[src/rtl/perf_monitor.sv]
`default_nettype none
// ============================================================================
// Module   : perf_monitor
// Brief    : Run-cycle and per-channel event counters with a cycle limit,
//            saturation, sticky overflow flags and a registered read port.
// Revision : 1.0 - initial release
// ============================================================================
module perf_monitor #(
    parameter int                NUM_EV    = 4,
    parameter int                CNT_W     = 32,
    parameter logic [NUM_EV-1:0] EDGE_MASK = '0
) (
    input  logic              clk_i,
    input  logic              rst_i,
    input  logic              start_i,
    input  logic              freeze_i,
    input  logic              clear_i,
    input  logic [NUM_EV-1:0] event_i,
    input  logic [CNT_W-1:0]  limit_i,
    input  logic [3:0]        sel_i,
    output logic [CNT_W-1:0]  rd_data_o,
    output logic [CNT_W-1:0]  cycle_o,
    output logic [NUM_EV-1:0] ovf_o,
    output logic              running_o,
    output logic              done_o
);

    typedef enum logic [1:0] {
        S_IDLE   = 2'd0,
        S_RUN    = 2'd1,
        S_FROZEN = 2'd2,
        S_DONE   = 2'd3
    } state_t;

    localparam logic [CNT_W-1:0] c_cnt_max = '1;

    state_t             r_state;
    state_t             w_state_nxt;
    logic               w_count;
    logic               w_zero;
    logic               w_limit_on;
    logic               w_limit_past;
    logic               w_limit_hit;
    logic [CNT_W-1:0]   r_cycle;
    logic [NUM_EV-1:0]  r_prev;
    logic [CNT_W-1:0]   w_ev_cnt [NUM_EV];
    logic [CNT_W-1:0]   w_rd;
    logic [CNT_W-1:0]   r_rd_data;

    assign w_zero       = rst_i | clear_i;
    assign w_limit_on   = |limit_i;
    assign w_limit_past = w_limit_on && (limit_i <= r_cycle);
    assign w_limit_hit  = w_limit_on && (r_cycle == (limit_i - CNT_W'(1)));

    always_ff @(posedge clk_i) begin
        if (w_zero) begin
            r_state <= S_IDLE;
        end else begin
            r_state <= w_state_nxt;
        end
    end

    // A limit already reached (lowered mid-run) ends the run without counting.
    always_comb begin
        w_state_nxt = r_state;
        w_count     = 1'b0;
        case (r_state)
            S_IDLE: begin
                if (start_i) w_state_nxt = S_RUN;
            end
            S_RUN: begin
                if (w_limit_past) begin
                    w_state_nxt = S_DONE;
                end else begin
                    w_count = 1'b1;
                    if (w_limit_hit)   w_state_nxt = S_DONE;
                    else if (freeze_i) w_state_nxt = S_FROZEN;
                end
            end
            S_FROZEN: begin
                if (!freeze_i) w_state_nxt = S_RUN;
            end
            S_DONE: begin
                w_state_nxt = S_DONE;
            end
            default: begin
                w_state_nxt = S_IDLE;
            end
        endcase
    end

    always_ff @(posedge clk_i) begin
        if (w_zero) begin
            r_cycle <= '0;
            r_prev  <= '0;
        end else begin
            r_prev <= event_i;
            if (w_count && (r_cycle != c_cnt_max)) r_cycle <= r_cycle + CNT_W'(1);
        end
    end

    generate
        for (genvar k = 0; k < NUM_EV; k++) begin : g_ch
            logic             w_qual;
            logic [CNT_W-1:0] r_cnt;
            logic             r_ovf;

            assign w_qual = event_i[k] & (~EDGE_MASK[k] | ~r_prev[k]);

            always_ff @(posedge clk_i) begin
                if (w_zero) begin
                    r_cnt <= '0;
                    r_ovf <= 1'b0;
                end else if (w_count && w_qual) begin
                    if (r_cnt == c_cnt_max) r_ovf <= 1'b1;
                    else                    r_cnt <= r_cnt + CNT_W'(1);
                end
            end

            assign w_ev_cnt[k] = r_cnt;
            assign ovf_o[k]    = r_ovf;
        end
    endgenerate

    always_comb begin
        w_rd = '0;
        if (sel_i == 4'd0) begin
            w_rd = r_cycle;
        end else begin
            for (int k = 0; k < NUM_EV; k++) begin
                if (int'(sel_i) == k + 1) w_rd = w_ev_cnt[k];
            end
        end
    end

    always_ff @(posedge clk_i) begin
        if (w_zero) r_rd_data <= '0;
        else        r_rd_data <= w_rd;
    end

    assign rd_data_o = r_rd_data;
    assign cycle_o   = r_cycle;
    assign running_o = (r_state == S_RUN);
    assign done_o    = (r_state == S_DONE);

endmodule
`default_nettype wire

[config.mk]
export PLATFORM = sky130hd
export DESIGN_NAME = perf_monitor
export DESIGN_NICKNAME = d
export VERILOG_FILES = /design/src/rtl/perf_monitor.sv
export SDC_FILE = /design/constraint.sdc
export NUM_CORES = 1
export LEC_CHECK = 0
export BUFFER_PORTS_ARGS = -buffer_cell sky130_fd_sc_hd__buf_4
export CORE_ASPECT_RATIO = 1.1
export CORE_UTILIZATION = 60
export CTS_CLUSTER_SIZE = 40
export DETAILED_ROUTE_END_ITERATION = 10
export PLACE_DENSITY = 0.9
export SYNTH_ARGS = -nofsm -noshare
export SYNTH_HDL_FRONTEND = slang
export SYNTH_SLANG_ARGS = --single-unit
[constraint.sdc]
create_clock -name clk_i -period 4.25 [get_ports clk_i]
set_input_delay 0.2125 -clock clk_i [delete_from_list [all_inputs] [get_ports clk_i]]
set_output_delay 0.2125 -clock clk_i [all_outputs]
set_load 0.005 [all_outputs]
==> impl_metrics.csv, run 1 <==
group,metric,value,unit
timing,relSlewSlack,0.197,
detailed_routing,vias_per_cell,6.64,
detailed_routing,wl_per_cell,19.4,µm
power,seqPwrFrac,0.485,
clock_tree,cts_buffers,17,
detailed_routing,drc,0,
clock_tree,cts-htree-levels,4,
power,power_frac_clock,0.431,
timing,maxSlewViolCount,0,
timing,tightest_slew,1.20,ns
setup_path,critPathMaxFanout,39,
clock_tree,clock-sinks,198,
floorplanning,die_w,137,µm
synth,synth.top_cell.area_share,0.328,
synth,synth_edf_count,0,
synth,netlist-cell-type-count,74,
power,intPower,2910,µW
synth,syn_avg_cell_area,7.82,µm²
placement,dpl.hpwl,25800,µm
global_route,grt_pass1_wl,57900,µm
cells_and_area,fin_util,0.694,
setup_path,worstSetupPathType,"reg -> reg",
global_route,grt-ovfl-total,0,
clock_tree,cts_setup_buffers,0,
clock_tree,clkTransAtPathRegs,0.07,ns
synth,syn_area,12100,µm²
global_route,groute.usage.overall,0.355,
detailed_routing,drt_iter0_drc,1480,
global_route,grt_pass1_vias,11374,
synth,synth-adder-area-share,0.0403,
floorplanning,num_rows,54,
detailed_routing,drt-total-wl,36400,µm
clock_tree,cts_tree,"yes",
synth,ys_seq_area_frac,0.328,
synth,synth.area.top_cells,"dfxtp_1, xnor2_1, nor2_1, nand2_1, ha_1",
clock_tree,clockBufferDepth,2,
timing,rsz0062_at_grt,"false",
timing,final-hold-violation-count,0,
detailed_routing,dr.pass1.iters,7,
floorplanning,start_util,0.611,
synth,synth_xor_area_frac,0.0999,
synth,synthSimpleGateAreaFrac,0.314,
worst_hold_path,hp-class,"in -> reg",
synth,synth.net_count,1631,
synth,muxShareOfSynthArea,0.0132,
cells_and_area,drive_above_1_share,0.137,
power,ir_drop,0.324,mV
synth,async_flop_share,0,
setup_path,arrival,4.15,ns
synth,ys_warn_count,0,
floorplanning,die-area,20700,µm²
placement,numPortBuffers,114,
clock_tree,clk-insertion-delay-late,0.44,ns
clock_tree,cts_root_buf,"clkbuf_16",
power,power_density,279,nW/µm²
setup_path,cp_data_required_time,4.55,ns
timing,finClkSkew,0.00977,ns
power,switchingPower,923,µW
flow_run,cap_viol_max_count,0,
timing,max_freq,0.259,GHz
power,p_leak,0.00478,µW
detailed_routing,drtAntennaViolNets,0,
global_route,antenna_found_initial,1,
run_status,status,"finished clean",
synth,netlist_instances,1547,
synth,synth_common_cells,"dfxtp_1, nor2_1, nand2_1",
floorplanning,die_h,151,µm
timing,setup_viol,0,
floorplanning,core,19800,µm²
synth,yosys.area.top_type,"dfxtp_1",
floorplanning,boundaryPins,115,
global_route,grt_max_degree,78,
synth,synth_compound_area_frac,0.153,
power,combinationalPowerShare,0.084,
power,switching_share,0.241,
cells_and_area,syn_to_final_growth,13.6,%
setup_path,cp-start-kind,"flop",
synth,ys_ff_latch,198,
synth,post-synth-top-count-cell,"dfxtp_1",
detailed_routing,via_count,12465,
synth,ys.flop_type,"dfxtp_1",
synth,synth_top_family_by_area,"simple AND/OR/NAND/NOR gates",
timing,finalCritPeriodShare,0.908,
timing,min_period,3.86,ns
placement,place.gp.congestion,0.932,
cells_and_area,nNetsFinal,1697,
timing,tns,0,ns
setup_path,cp-end-kind,"flop",
[kinds of logic (layout without fill, tap and decap cells)]
| logic type | after synthesis | count (layout) |
|---|---|---|
| other | 0 | 1 |
| buffers and inverters | 156 | 232 |
| DFF | 198 | 198 |
| muxes | 16 | 16 |
| AOI/OAI and AO/OA | 288 | 288 |
| adders and majority gates | 39 | 39 |
| and+or+nand+nor | 712 | 712 |
| xor gates and xnor gates | 138 | 138 |
[cell usage in the layout, fill, tap and decap left out, types with 5 or more instances in the layout]
| master | count |
|---|---|
| nand4_1 | 50 |
| nor4b_2 | 9 |
| xor2_1 | 15 |
| mux2i_1 | 16 |
| and3_1 | 30 |
| nor3_1 | 81 |
| buf_4 | 148 |
| a21o_1 | 16 |
| nand3_1 | 62 |
| and2_1 | 13 |
| a41o_1 | 13 |
| nor3b_1 | 11 |
| dfxtp_1 | 198 |
| nor4_2 | 5 |
| xnor2_1 | 123 |
| and4_1 | 22 |
| ha_1 | 39 |
| nor2b_1 | 6 |
| a31oi_1 | 14 |
| nor2_1 | 158 |
| a22oi_1 | 33 |
| or4_1 | 11 |
| nand2_1 | 156 |
| o21ai_0 | 83 |
| or3_1 | 24 |
| inv_1 | 54 |
| a31o_2 | 7 |
| nor4_1 | 37 |
| clkbuf_16 | 17 |
| nand4b_1 | 5 |
| a21oi_1 | 80 |
[worst paths after layout]
kind                                        start                 to  slack [ns]  cells past startpoint
worst max-delay path                   cycle_o[8]         cycle_o[3]        0.39                     11
worst min-delay path                   event_i[2]      g_ch[2].r_ovf        0.07                      3
worst max register to register         cycle_o[8]         cycle_o[3]        0.39                     11
worst min register to register  g_ch[1].r_cnt[21]  g_ch[1].r_cnt[21]        0.49                      2
[repair_timing]
action                    CTS  global route
hold buffers                1             0
gates resized for setup     0             0
hold endpoints to repair    1             0
[per-layer routing]
metal | track usage | vias to the layer above | routed length [µm]
met3 | 0.0689 | 135 | 3840
met5 | 0 | - | 0
li1 | - | 5687 | -
met4 | 0.176 | 0 | 1610
met2 | 0.563 | 819 | 16500
met1 | 0.458 | 5824 | 14400
[power by group through the flow]
stage,Clock [µW],Combinational [µW],Sequential (µW)
3_3_place_gp,0,303,1900
6_report,1650,323,1860
4_1_cts,1650,313,1860
5_1_grt,1730,345,1860
3_5_place_dp,0,310,1900
2_1_floorplan,0,187,1900
[cell type report]
cell class / count / area [µm²]
diodes: 1 / 2.50
clock buffers: 21 / 460
flip-flops and latches: 198 / 3960
well taps: 252 / 315
multi-input cells: 1193 / 7560
inverters: 54 / 203
repair buffers: 149 / 1120
clock inverters: 8 / 125
fillers: 1512 / 6050
[registers in the layout (all words and copies together), names as in the netlist]
| signal | cells |
|---|---|
| r_state | 2 |
| cycle_o | 32 |
| g_ch.r_ovf | 4 |
| rd_data_o | 32 |
| g_ch.r_cnt | 128 |
[per-stage QoR]
step	area, µm²	hold WS [ns]	total power [µW]	worst slack (ns)	cells
after CTS	13700	0.0637	3820	0.504	1875
after detailed placement	13200	0.422	2210	0.536	1845
after global placement	13200	0.415	2210	0.559	1845
final	13700	0.0734	3840	0.393	1876
after floorplan	12100	0.303	2090	1.07	1547
after global routing	13700	0.0823	3940	0.248	1875
[critical path, cell delays in order (launching register included)]
cell      delay, ns
dfxtp_1        0.53
inv_1          0.17
ha_1           0.22
a21o_1         0.17
a21o_1         0.16
a221oi_1       0.30
o211ai_1       0.20
a211oi_4       0.95
buf_4          0.53
and4b_1        0.26
xnor2_1        0.16
nor2_1         0.05
No activity file was read; power rests on OpenSTA's default activity.
==> run 2: changes to the inputs <==
--- a/config.mk
+++ b/config.mk
@@ -10,6 +10,7 @@
 export CORE_UTILIZATION = 60
 export CTS_CLUSTER_SIZE = 40
 export DETAILED_ROUTE_END_ITERATION = 10
+export HOLD_SLACK_MARGIN = 0.12
 export PLACE_DENSITY = 0.9
 export SYNTH_ARGS = -nofsm -noshare
 export SYNTH_HDL_FRONTEND = slang
==> run 2 against run 1 <==
Sequential share of layout area barely moved. Via count rose by 0.30%. Wire length rose by 0.27%.
==> impl_metrics.csv, run 2 (synthesis results as in run 1) <==
group,metric,value,unit
setup_path,worstSetupPathType,"reg -> reg",
detailed_routing,drt_iter0_drc,1527,
global_route,grt_max_degree,78,
floorplanning,start_util,0.611,
timing,final-hold-violation-count,0,
detailed_routing,vias_per_cell,6.66,
run_status,status,"finished clean",
cells_and_area,regMostFlops,"g_ch.r_cnt",
cells_and_area,fin_cells,1877,
global_route,groute.usage.overall,0.356,
timing,rsz0062_at_grt,"false",
cells_and_area,stdcell_area,13800,µm²
cells_and_area,seq_area,3960,µm²
power,ir_drop,0.320,mV
global_route,grt-ovfl-total,0,
placement,place_inst,1845,
cells_and_area,fin_util,0.695,
clock_tree,cts-htree-levels,4,
cells_and_area,largest_register_ffs,128,
cells_and_area,drive_above_1_share,0.137,
cells_and_area,multi_input_area,7560,µm²
cells_and_area,final_common_cell,"dfxtp_1",
setup_path,critPathMaxFanout,39,
timing,max_freq,0.262,GHz
cells_and_area,most-common-layout-cells,"dfxtp_1, nor2_1, nand2_1, buf_4, xnor2_1",
timing,tightest_slew,1.24,ns
setup_path,cp_data_required_time,4.54,ns
clock_tree,clock-sinks,198,
clock_tree,hold_buffers,3,
setup_path,cp-end-kind,"flop",
setup_path,arrival,4.11,ns
detailed_routing,drt-total-wl,36500,µm
timing,finClkSkew,0.00945,ns
cells_and_area,syn_to_final_growth,13.7,%
placement,numPortBuffers,114,
timing,maxSlewViolCount,0,
flow_run,cap_viol_max_count,0,
clock_tree,clk-insertion-delay-late,0.44,ns
clock_tree,cts_tree,"yes",
clock_tree,cts_buffers,17,
power,p_leak,0.00479,µW
detailed_routing,drtAntennaViolNets,0,
clock_tree,cts_resized,0,
worst_hold_path,hp-class,"in -> reg",
detailed_routing,dr.pass1.iters,6,
global_route,grt_pass1_wl,58000,µm
cells_and_area,nNetsFinal,1699,
timing,setup_viol,0,
timing,finalCritPeriodShare,0.899,
floorplanning,die_h,151,µm
detailed_routing,via_count,12502,
timing,min_period,3.82,ns
floorplanning,num_rows,54,
floorplanning,boundaryPins,115,
placement,dpl.hpwl,25800,µm
timing,tns,0,ns
clock_tree,clkTransAtPathRegs,0.07,ns
global_route,antenna_found_initial,1,
cells_and_area,diodes,0,
cells_and_area,fillers,1511,
detailed_routing,wl_per_cell,19.4,µm
floorplanning,die_w,137,µm
floorplanning,die-area,20700,µm²
placement,place.gp.congestion,0.932,
placement,place_area,13200,µm²
detailed_routing,drc,0,
timing,relSlewSlack,0.171,
power,power_density,279,nW/µm²
clock_tree,clockBufferDepth,2,
setup_path,cp-start-kind,"flop",
global_route,grt_pass1_vias,11400,
clock_tree,cts_root_buf,"clkbuf_16",
clock_tree,cts_setup_buffers,0,
floorplanning,core,19800,µm²
==> run 2: cell types whose count changed in the layout (fill, tap and decap cells not counted) <==
cell,before,now
diode_2,1,0
dlygate4sd3_1,1,3
==> run 2: power breakdown <==
part | switching, µW | internal (µW)
Combinational | 216 | 108
Sequential | 3.00 | 1860
Clock | 702 | 949
==> run 2: final cells by class <==
cell class | instances | share of cell area
inverters | 54 | 0.0147
clock inverters | 8 | 0.00909
flip-flops and latches | 198 | 0.288
repair buffers | 151 | 0.0829
clock buffers | 21 | 0.0334
multi-input cells | 1193 | 0.549
well taps | 252 | 0.0229
==> run 2: worst max-delay path, cell delays in order (launching register included) <==
cell and delay, ns:
dfxtp_1 0.53, inv_1 0.11, ha_1 0.32, a21oi_1 0.15, o21ai_0 0.13, a221oi_1 0.26
o211ai_1 0.20, a211oi_4 0.96, buf_4 0.54, and4b_1 0.26, xnor2_1 0.14, nor2_1 0.05
==> run 2: metrics by stage <==
stage | hold WS, ns | total power, µW | setup WS (ns)
after floorplan | 0.303 | 2090 | 1.07
after global placement | 0.415 | 2210 | 0.559
after detailed placement | 0.422 | 2210 | 0.536
after CTS | 0.161 | 3830 | 0.504
after global routing | 0.171 | 3940 | 0.248
final | 0.164 | 3840 | 0.430
==> run 2: path summary, 6_finish.rpt <==
kind,start,endpoint,slack [ns],cells past startpoint
setup reg to reg,cycle_o[7],cycle_o[3],0.43,11
hold reg to reg,g_ch[1].r_cnt[21],g_ch[1].r_cnt[21],0.49,2
hold / removal,rst_i,g_ch[1].r_cnt[19],0.16,3
setup / recovery,cycle_o[7],cycle_o[3],0.43,11
==> run 2: metal layers <==
layer / share of wire / vias up / track usage
li1: - / 5683 / -
met4: 0.048 / 0 / 0.178
met2: 0.45 / 840 / 0.563
met1: 0.39 / 5820 / 0.458
met3: 0.11 / 159 / 0.0699
met5: 0 / - / 0
